===== config.mk =====
export PLATFORM = sky130hd
export DESIGN_NAME = keyframe_sequencer
export DESIGN_NICKNAME = d
export VERILOG_FILES = /design/src/rtl/keyframe_sequencer.sv
export SDC_FILE = /design/constraint.sdc
export NUM_CORES = 1
export LEC_CHECK = 0
export CELL_PAD_IN_SITES_DETAIL_PLACEMENT = 1
export CELL_PAD_IN_SITES_GLOBAL_PLACEMENT = 1
export CORE_MARGIN = 2
export CORE_UTILIZATION = 38
export DETAILED_ROUTE_END_ITERATION = 12
export PLACE_DENSITY = 0.9
export SLEW_MARGIN = 20
export SYNTH_ARGS = -nofsm -noshare
export SYNTH_HDL_FRONTEND = slang
export SYNTH_SLANG_ARGS = --single-unit
export TNS_END_PERCENT = 30

===== constraint.sdc =====
create_clock -name i_clk -period 4.7 [get_ports i_clk]
set_input_delay 0.94 -clock i_clk [delete_from_list [all_inputs] [get_ports i_clk]]
set_output_delay 0.94 -clock i_clk [all_outputs]
set_load 0.05 [all_outputs]

===== src/rtl/keyframe_sequencer.sv =====
// Double-banked keyframe sequencer: captures decoder writes into the staging bank,
// arbitrates the shared single-port channel RAM, and swaps banks at keyframe boundaries.
module keyframe_sequencer #(
  parameter int c_ledboards = 30,
  parameter int c_bpc       = 12,
  parameter int c_max_time  = 1024,
  parameter int c_max_type  = 64,
  parameter int c_channels  = c_ledboards * 32,
  parameter int c_addr_w    = $clog2(c_channels),
  parameter int c_time_w    = $clog2(c_max_time),
  parameter int c_type_w    = $clog2(c_max_type)
) (
  input  logic                i_clk,
  input  logic                i_rst_n,
  input  logic                i_wen,
  input  logic [c_addr_w-1:0] i_addr,
  input  logic [c_bpc-1:0]    i_data,
  input  logic [c_time_w-1:0] i_time,
  input  logic [c_type_w-1:0] i_type,
  input  logic                i_tick,
  input  logic                i_rd_req,
  input  logic [c_addr_w-1:0] i_rd_addr,
  output logic                o_rd_gnt,
  output logic                o_rd_valid,
  output logic [c_bpc-1:0]    o_rd_data,
  output logic                o_ram_en,
  output logic                o_ram_we,
  output logic [c_addr_w:0]   o_ram_addr,
  output logic [c_bpc-1:0]    o_ram_wdata,
  input  logic [c_bpc-1:0]    i_ram_rdata,
  output logic                o_bank,
  output logic [c_time_w-1:0] o_progress,
  output logic [c_time_w-1:0] o_duration,
  output logic [c_type_w-1:0] o_type,
  output logic                o_busy,
  output logic                o_pending,
  output logic                o_overrun
);

  // Handshake: the reader holds i_rd_req with a stable i_rd_addr until o_rd_gnt is
  // seen high in the same cycle; o_rd_valid/o_rd_data follow exactly one cycle later.
  typedef enum logic [1:0] {S_IDLE, S_RUN, S_HOLD} state_e;

  localparam logic [c_addr_w-1:0] c_last_addr = c_addr_w'(c_channels - 1);

  state_e                state_q, state_d;
  logic                  wen_prev_q, wen_prev_d;
  logic                  wb_valid_q, wb_valid_d;
  logic [c_addr_w-1:0]   wb_addr_q, wb_addr_d;
  logic [c_bpc-1:0]      wb_data_q, wb_data_d;
  logic [c_time_w-1:0]   wb_time_q, wb_time_d;
  logic [c_type_w-1:0]   wb_type_q, wb_type_d;
  logic [c_time_w-1:0]   stg_time_q, stg_time_d;
  logic [c_type_w-1:0]   stg_type_q, stg_type_d;
  logic                  pending_q, pending_d;
  logic                  overrun_q, overrun_d;
  logic                  rd_valid_q, rd_valid_d;
  logic                  bank_q, bank_d;
  logic [c_time_w-1:0]   progress_q, progress_d;
  logic [c_time_w-1:0]   duration_q, duration_d;
  logic [c_type_w-1:0]   type_q, type_d;
  logic [c_time_w-1:0]   progress_inc;

  assign progress_inc = progress_q + 1'b1;

  // Buffered write always wins the RAM port; reads use the current display bank.
  assign o_rd_gnt    = i_rd_req & ~wb_valid_q;
  assign o_ram_en    = wb_valid_q | i_rd_req;
  assign o_ram_we    = wb_valid_q;
  assign o_ram_addr  = wb_valid_q ? {~bank_q, wb_addr_q} :
                       (i_rd_req ? {bank_q, i_rd_addr} : '0);
  assign o_ram_wdata = wb_valid_q ? wb_data_q : '0;
  assign o_rd_valid  = rd_valid_q;
  assign o_rd_data   = rd_valid_q ? i_ram_rdata : '0;
  assign o_bank      = bank_q;
  assign o_progress  = progress_q;
  assign o_duration  = duration_q;
  assign o_type      = type_q;
  assign o_busy      = (state_q == S_RUN);
  assign o_pending   = pending_q;
  assign o_overrun   = overrun_q;

  always_comb begin
    state_d    = state_q;
    wen_prev_d = i_wen;
    wb_valid_d = wb_valid_q;
    wb_addr_d  = wb_addr_q;
    wb_data_d  = wb_data_q;
    wb_time_d  = wb_time_q;
    wb_type_d  = wb_type_q;
    stg_time_d = stg_time_q;
    stg_type_d = stg_type_q;
    pending_d  = pending_q;
    overrun_d  = overrun_q;
    rd_valid_d = o_rd_gnt;
    bank_d     = bank_q;
    progress_d = progress_q;
    duration_d = duration_q;
    type_d     = type_q;

    if (wb_valid_q) begin
      wb_valid_d = 1'b0;
      if (wb_addr_q == c_last_addr) begin
        stg_time_d = wb_time_q;
        stg_type_d = wb_type_q;
        pending_d  = 1'b1;
      end
    end

    // wb_valid_q is high in the frame-completing write cycle, so a capture can
    // never land while a swap is being armed.
    if (i_wen && !wen_prev_q) begin
      if (wb_valid_q || pending_q || (i_addr > c_last_addr)) begin
        overrun_d = 1'b1;
      end else begin
        wb_valid_d = 1'b1;
        wb_addr_d  = i_addr;
        wb_data_d  = i_data;
        wb_time_d  = i_time;
        wb_type_d  = i_type;
      end
    end

    case (state_q)
      S_RUN: begin
        if (i_tick && (progress_q < duration_q)) begin
          progress_d = progress_inc;
          if (progress_inc == duration_q) state_d = S_HOLD;
        end
      end
      default: begin
        if (pending_q) begin
          bank_d     = ~bank_q;
          duration_d = stg_time_q;
          type_d     = stg_type_q;
          progress_d = '0;
          pending_d  = 1'b0;
          state_d    = (stg_time_q == '0) ? S_HOLD : S_RUN;
        end
      end
    endcase
  end

  always_ff @(posedge i_clk or negedge i_rst_n) begin
    if (!i_rst_n) begin
      state_q    <= S_IDLE;
      wen_prev_q <= 1'b0;
      wb_valid_q <= 1'b0;
      wb_addr_q  <= '0;
      wb_data_q  <= '0;
      wb_time_q  <= '0;
      wb_type_q  <= '0;
      stg_time_q <= '0;
      stg_type_q <= '0;
      pending_q  <= 1'b0;
      overrun_q  <= 1'b0;
      rd_valid_q <= 1'b0;
      bank_q     <= 1'b0;
      progress_q <= '0;
      duration_q <= '0;
      type_q     <= '0;
    end else begin
      state_q    <= state_d;
      wen_prev_q <= wen_prev_d;
      wb_valid_q <= wb_valid_d;
      wb_addr_q  <= wb_addr_d;
      wb_data_q  <= wb_data_d;
      wb_time_q  <= wb_time_d;
      wb_type_q  <= wb_type_d;
      stg_time_q <= stg_time_d;
      stg_type_q <= stg_type_d;
      pending_q  <= pending_d;
      overrun_q  <= overrun_d;
      rd_valid_q <= rd_valid_d;
      bank_q     <= bank_d;
      progress_q <= progress_d;
      duration_q <= duration_d;
      type_q     <= type_d;
    end
  end

endmodule


==> reports/results.txt, run 1 <==
Status - finished clean
Combinational share of power - 15.5%
Overall Global Routing Usage - 21.4%
Clock sink count - 88
Setup bufs post-CTS - 0
Most frequent cells in the layout - 150 x nand2_1, 132 x clkdlybuf4s50_1, 88 x dfrtp_1
Post-CTS resize count - 0
CTS max path bufs - 2
CP delay by family, top - buffers and inverters
First-pass GRT wire length - 20.9 mm
Total gr overflow - 0
Vias in the first global route - 4090
Placed cell areas - 5720 um2
Critical-path top delay cell - clkdlybuf4s50_1
Pins Over Slew Limit - 0
Num CTS Buffers - 9
CP most frequent cell - clkdlybuf4s50_1
GP Congestion - 0.850
IO Pins - 134
Worst setup SP type - input pin
Clock Tree Root - clkbuf_16
Initial drt markers - 180
Pleak - 2.82 nW
DR pass1 iterations - 4
IO Port Bufs - 133
Clock slew at reported path FFs - 0.07 ns
Setup crit end kind - output pin
Sequential share of power - 46.0%
Layout fillers - 1220
Final setup TNS - 0 ns
MaxCap Viol Count - 0
DR vias/cell - 5.27
WP buf/inv - 3
FP Rows - 38
WL final - 12.7 mm
Antenna cells - 0
Crit Path Max Fanout - 11
Synthesized Nets - 529
Post-Synthesis Cell Area - 4310 um2
Endpoints failing hold - 0
Vias post-DR - 3798
Number of synthesized flops with an enable pin - 0
Area Overhead vs Synth - 39.7%
Endpoints failing setup - 0
Period minus WS final - 3.78 ns
Kind of critical path - input pin to output pin
Worst path required time - 3.76 ns
Horiz. Die Dim - 110 um
Final Cycle Share - 80.3%
Worst rel slew slack - 44.6%
Initial antenna violation count - 0
HP Class - flop to flop
Switching Fraction - 29.4%
Sw Pwr - 0.000547 W
Wirelength per Cell - 17.7 um
Register bit total from synthesis - 88
WP data arrival - 2.84 ns
TritonCTS clock tree - built
Core box area - 10900 um2
Number of distinct library cells after synthesis - 56
Clock Latency Late Sink - 0.34 ns
Critical Path, Cell by Cell - clkdlybuf4s50_1 > nor2b_1 > buf_4 > a22o_1 > clkdlybuf4s50_1
Pint - 0.00131 W
Commonest non-fill, non-tap cell in the layout - nand2_1
Clock Skews - 0.00897 ns
H-tree Lvls - 3
Fin nets - 652
Final Instance Area - 6020 um2
VDD IR-drop max - 172 uV
Worst-Margin Slew - 0.831 ns
Cts hold-fix bufs - 0
CP peak stage delay - 0.81 ns
Mapped Cells - 453
Pwr/cell area - 308 nW/um2
Clk pwr share - 38.4%
Reg2reg setup slack - 1.98 ns
Die Span Y - 110 um
Post-synth top flop - dfrtp_1
Total die area - 12200 um2
Post-Syn Area per Cell - 9.51 um2
Antenna-violating nets left - 0
Async S/R FF share, synth - 100%
Dpl hpwl - 9.25 mm
Unrepaired setup endpoints after global routing - false
Initial Util - 39.4%
Share of cells above drive strength 1 - 8.61%
Largest net degree at the start of global routing - 89
DRC Markers - 0
Post-synthesis sequential area ratio - 51.1%
Yosys warns - 0
Highest clock rate - 265 MHz
[metrics by stage]
stage	worst slack, ns	hold slack [ns]	cells	power [W]	utilization, %
finish	0.924	0.475	721	0.00186	55.0
global route	0.840	0.494	721	0.00194	55.0
CTS	0.905	0.474	721	0.00188	55.0
global placement	0.989	0.450	705	0.00114	52.3
detailed placement	0.917	0.460	705	0.00116	52.3
floorplan	1.44	0.435	453	0.00101	-
[worst min-delay path, delay by kind of cell (launching register included)]
kind	cells	cell delay, ns
and+or+nand+nor	2	0.10
DFF	1	0.34
[routing by layer]
| metal | part of all wire, % | global-route usage, % | vias up |
|---|---|---|---|
| met5 | 0 | 0 | - |
| met3 | 7.9 | 7.74 | 19 |
| met1 | 41 | 25.5 | 1882 |
| met4 | 1.7 | 7.00 | 0 |
| li1 | - | - | 1765 |
| met2 | 49 | 36.0 | 132 |
[final timing paths]
path	depth (start not counted)	endpoint	start
worst min-delay path	2	wb_data_q[0]	wb_data_q[0]
worst max-delay path	5	o_ram_addr[6]	i_rd_req
min in group asynchronous	1	o_progress[3]	i_rst_n
max in group asynchronous	1	o_duration[7]	i_rst_n
worst max register to register	7	state_q[0]	o_progress[1]
worst min register to register	2	wb_data_q[0]	wb_data_q[0]
[power groups by stage]
stage          Sequential [W]  Combinational (W)  Clock (W)
2_1_floorplan        0.000855           0.000155          0
3_3_place_gp         0.000863           0.000280          0
3_5_place_dp         0.000868           0.000291          0
4_1_cts              0.000855           0.000293   0.000728
5_1_grt              0.000863           0.000312   0.000768
6_report             0.000855           0.000288   0.000713
[cell type report]
cell class,count,area [um2],share of cell area [%]
multi-input cells,325,1930,32.0
repair buffers,137,1360,22.6
clock inverters,7,68.8,1.14
well taps,140,175,2.91
inverters,15,56.3,0.936
clock buffers,9,225,3.74
flip-flops and latches,88,2200,36.6
[cells in the mapped netlist (4+ instances only)]
master | number | area [um2]
nor2b_1 | 4 | 25.0
a21o_1 | 5 | 37.5
buf_2 | 5 | 25.0
dfrtp_1 | 88 | 2200
inv_1 | 15 | 56.3
nor2_1 | 4 | 15.0
xor2_1 | 8 | 70.1
nand2_1 | 150 | 563
clkbuf_1 | 15 | 56.3
xnor2_1 | 4 | 35.0
mux2_2 | 18 | 203
ha_1 | 11 | 138
and2_1 | 24 | 150
a22o_1 | 10 | 87.6
o21ai_0 | 17 | 85.1
nor3_1 | 4 | 20.0
nand3_1 | 7 | 35.0
nand4_1 | 8 | 50.1
[registers in the layout, summed over array words and instances, names as in the netlist]
name,flops
stg_time_q,10
stg_type_q,6
wb_addr_q,10
wb_data_q,12
state_q,2
o_ram_we,1
wen_prev_q,1
o_bank,1
o_overrun,1
o_progress,10
o_type,6
o_pending,1
o_duration,10
wb_time_q,10
wb_type_q,6
o_rd_valid,1
[kinds of logic after synthesis]
family,synth area share (%)
flip-flops,51.1
buffers and inverters,4.15
multiplexers,4.97
AND/OR/NAND/NOR,24.6
adder cells (fa/ha/maj),3.19
AO/OA/AOI/OAI,9.18
XOR/XNOR,2.82
Power figures use the tool's default switching activity.
==> run 2, diff against run 1 <==
Settings changed: CORE_UTILIZATION 38 to 31, PLACE_DENSITY 0.9 to 0.79.
Clock period 4.7 ns to 3.38 ns, I/O delays scaled along.
==> run 2 against run 1 <==
Net effect: total power increased by 40%; hold slack got worse by 0.076 ns; critical path depth decreased by 3; clock-buffer cell count increased by 5; critical path type is now flop to output pin; highest routed layer unchanged.
==> reports/results.txt, run 2 (synthesized netlist as in run 1, its figures left out) <==
Clock sink count - 88 (unchanged)
Total gr overflow - 0 (unchanged)
Flip-flop count of the largest register after layout - 12 (unchanged)
Vias post-DR - 3723 (was 3798)
R2r startpoint - o_progress[0] (was o_progress[1])
Pre-CTS WS - 0.619 ns (was 0.917 ns)
Die Span Y - 122 um (was 110 um)
GP Congestion - 0.853 (was 0.850)
Initial antenna violation count - 0 (unchanged)
Pins Over Slew Limit - 0 (unchanged)
Final Instance Area - 6210 um2 (was 6020 um2)
TritonCTS clock tree - built (unchanged)
Clock Skews - 0.00560 ns (was 0.00897 ns)
DR vias/cell - 4.86 (was 5.27)
Most frequent cells in the layout - 150 x nand2_1, 120 x clkdlybuf4s50_1, 88 x dfrtp_1 (was 150 x nand2_1, 132 x clkdlybuf4s50_1, 88 x dfrtp_1)
Antenna cells - 0 (unchanged)
Horiz. Die Dim - 122 um (was 110 um)
Endpoints failing hold - 0 (unchanged)
MaxCap Viol Count - 0 (unchanged)
Period minus WS final - 2.96 ns
Start point of the critical path - o_ram_we (was i_rd_req)
Endpoints failing setup - 0 (unchanged)
Final Worst Setup Slack - 0.422 ns (was 0.924 ns)
Setup bufs post-CTS - 0 (unchanged)
Wirelength per Cell - 16.6 um (was 17.7 um)
Initial drt markers - 169 (was 180)
WL final - 12.7 mm (about the same)
Worst-Margin Slew - 0.818 ns (was 0.831 ns)
Hold slack - 0.399 ns (was 0.475 ns)
WP buf/inv - 1 (was 3)
Worst path required time - 2.70 ns (was 3.76 ns)
Layout fillers - 1557 (was 1220)
Share of cells above drive strength 1 - 10.9% (was 8.61%)
Status - finished clean (unchanged)
DR pass1 iterations - 4 (unchanged)
Overall Global Routing Usage - 18.2% (was 21.4%)
Unrepaired setup endpoints after global routing - false (unchanged)
Setup crit end kind - output pin (unchanged)
Total die area - 14900 um2 (was 12200 um2)
Initial Util - 31.4% (was 39.4%)
Kind of critical path - flop to output pin (was input pin to output pin)
Vias in the first global route - 3999 (was 4090)
Placed cell areas - 5930 um2 (was 5720 um2)
Highest clock rate - 338 MHz
Cts hold-fix bufs - 0 (unchanged)
FP Rows - 43 (was 38)
IO Port Bufs - 133 (unchanged)
Commonest non-fill, non-tap cell in the layout - nand2_1 (unchanged)
First-pass GRT wire length - 21.0 mm (was 20.9 mm)
Fin nets - 657 (was 652)
Core box area - 13700 um2 (was 10900 um2)
CTS max path bufs - 2 (unchanged)
HP Class - input pin to async pin (was flop to flop)
CP peak stage delay - 0.87 ns (was 0.81 ns)
Dpl hpwl - 9.37 mm (was 9.25 mm)
Tot Pwr - 0.00260 W (was 0.00186 W)
Top reg by flops - wb_data_q (unchanged)
Critical-path top delay cell - dfrtp_1 (was clkdlybuf4s50_1)
Largest net degree at the start of global routing - 59 (was 89)
H-tree Lvls - 3 (unchanged)
Num CTS Buffers - 9 (unchanged)
Worst setup SP type - flop (was input pin)
IO Pins - 134 (unchanged)
Final Cycle Share - 87.5%
Pwr/cell area - 418 nW/um2 (was 308 nW/um2)
Final setup TNS - 0 ns (unchanged)
DRC Markers - 0 (unchanged)
Critical Path, Cell by Cell - and2_1 > clkdlybuf4s50_1 (was clkdlybuf4s50_1 > nor2b_1 > buf_4 > a22o_1 > clkdlybuf4s50_1)
Antenna-violating nets left - 0 (unchanged)
Clock Tree Root - clkbuf_16 (unchanged)
Worst rel slew slack - 45.5% (was 44.6%)
Clock Latency Late Sink - 0.34 ns (about the same)
CP delay by family, top - flip-flops (was buffers and inverters)
Pleak - 2.90 nW (was 2.82 nW)
Clock slew at reported path FFs - 0.06 ns (was 0.07 ns)
Post-CTS resize count - 0 (unchanged)
VDD IR-drop max - 208 uV (was 172 uV)
Area Overhead vs Synth - 44.2% (was 39.7%)
Crit Path Max Fanout - 28 (was 11)
WP data arrival - 2.28 ns (was 2.84 ns)
run 2: cell types whose count changed in the layout (fill, tap and decap cells not counted), sizes merged:
cell           delta
buf              +17
clkbuf            +5
inv               -6
clkdlybuf4s50    -12
clkinvlp          +1
run 2: path summary, 6_finish.rpt:
kind                       slack (ns)  cells after the start              end
hold / removal                   0.40                      1    o_progress[4]
max in group asynchronous        2.22                      2        o_type[2]
min in group i_clk               0.46                      2        o_type[1]
hold reg to reg                  0.46                      2        o_type[1]
setup / recovery                 0.42                      2  o_ram_wdata[10]
setup reg to reg                 0.72                      7       state_q[0]
run 2: layout make-up:
type / count / area (um2) / share of cell area (%)
Tap cell: 180 / 225 / 3.62
Sequential cell: 88 / 2200 / 35.4
Clock inverter: 2 / 12.5 / 0.201
Clock buffer: 14 / 274 / 4.41
Timing Repair Buffer: 142 / 1520 / 24.4
Inverter: 15 / 56.3 / 0.906
Multi-Input combinational cell: 325 / 1930 / 31.0
run 2: stage by stage:
stage | cells | util, %
global placement | 750 | 43.2
finish | 766 | 45.3
global route | 766 | 45.3
floorplan | 453 | -
CTS | 766 | 45.3
detailed placement | 750 | 43.2
run 2: routing by layer:
metal  up-vias  GRT usage (%)  wire [um]
met4         0           6.25        214
met2       128           30.0       6030
met5         -              0          0
met1      1808           22.4       5400
li1       1770              -          -
met3        17           5.99       1040
run 2: worst reg2reg max path: stages (launching register included):
cell	delay, ns
dfrtp_1	0.53
ha_1	0.48
or3b_1	0.39
o211ai_1	0.09
a32oi_1	0.12
or4_4	0.55
nor4_2	0.27
o21ai_1	0.12
run 2: report_power, final:
part	internal [W]	switching, W	leakage, nW	total (W)
logic	0.000196	0.000240	1.60	0.000436
clock network	0.000558	0.000413	0.139	0.000972
registers	0.00113	0.0000577	1.16	0.00119
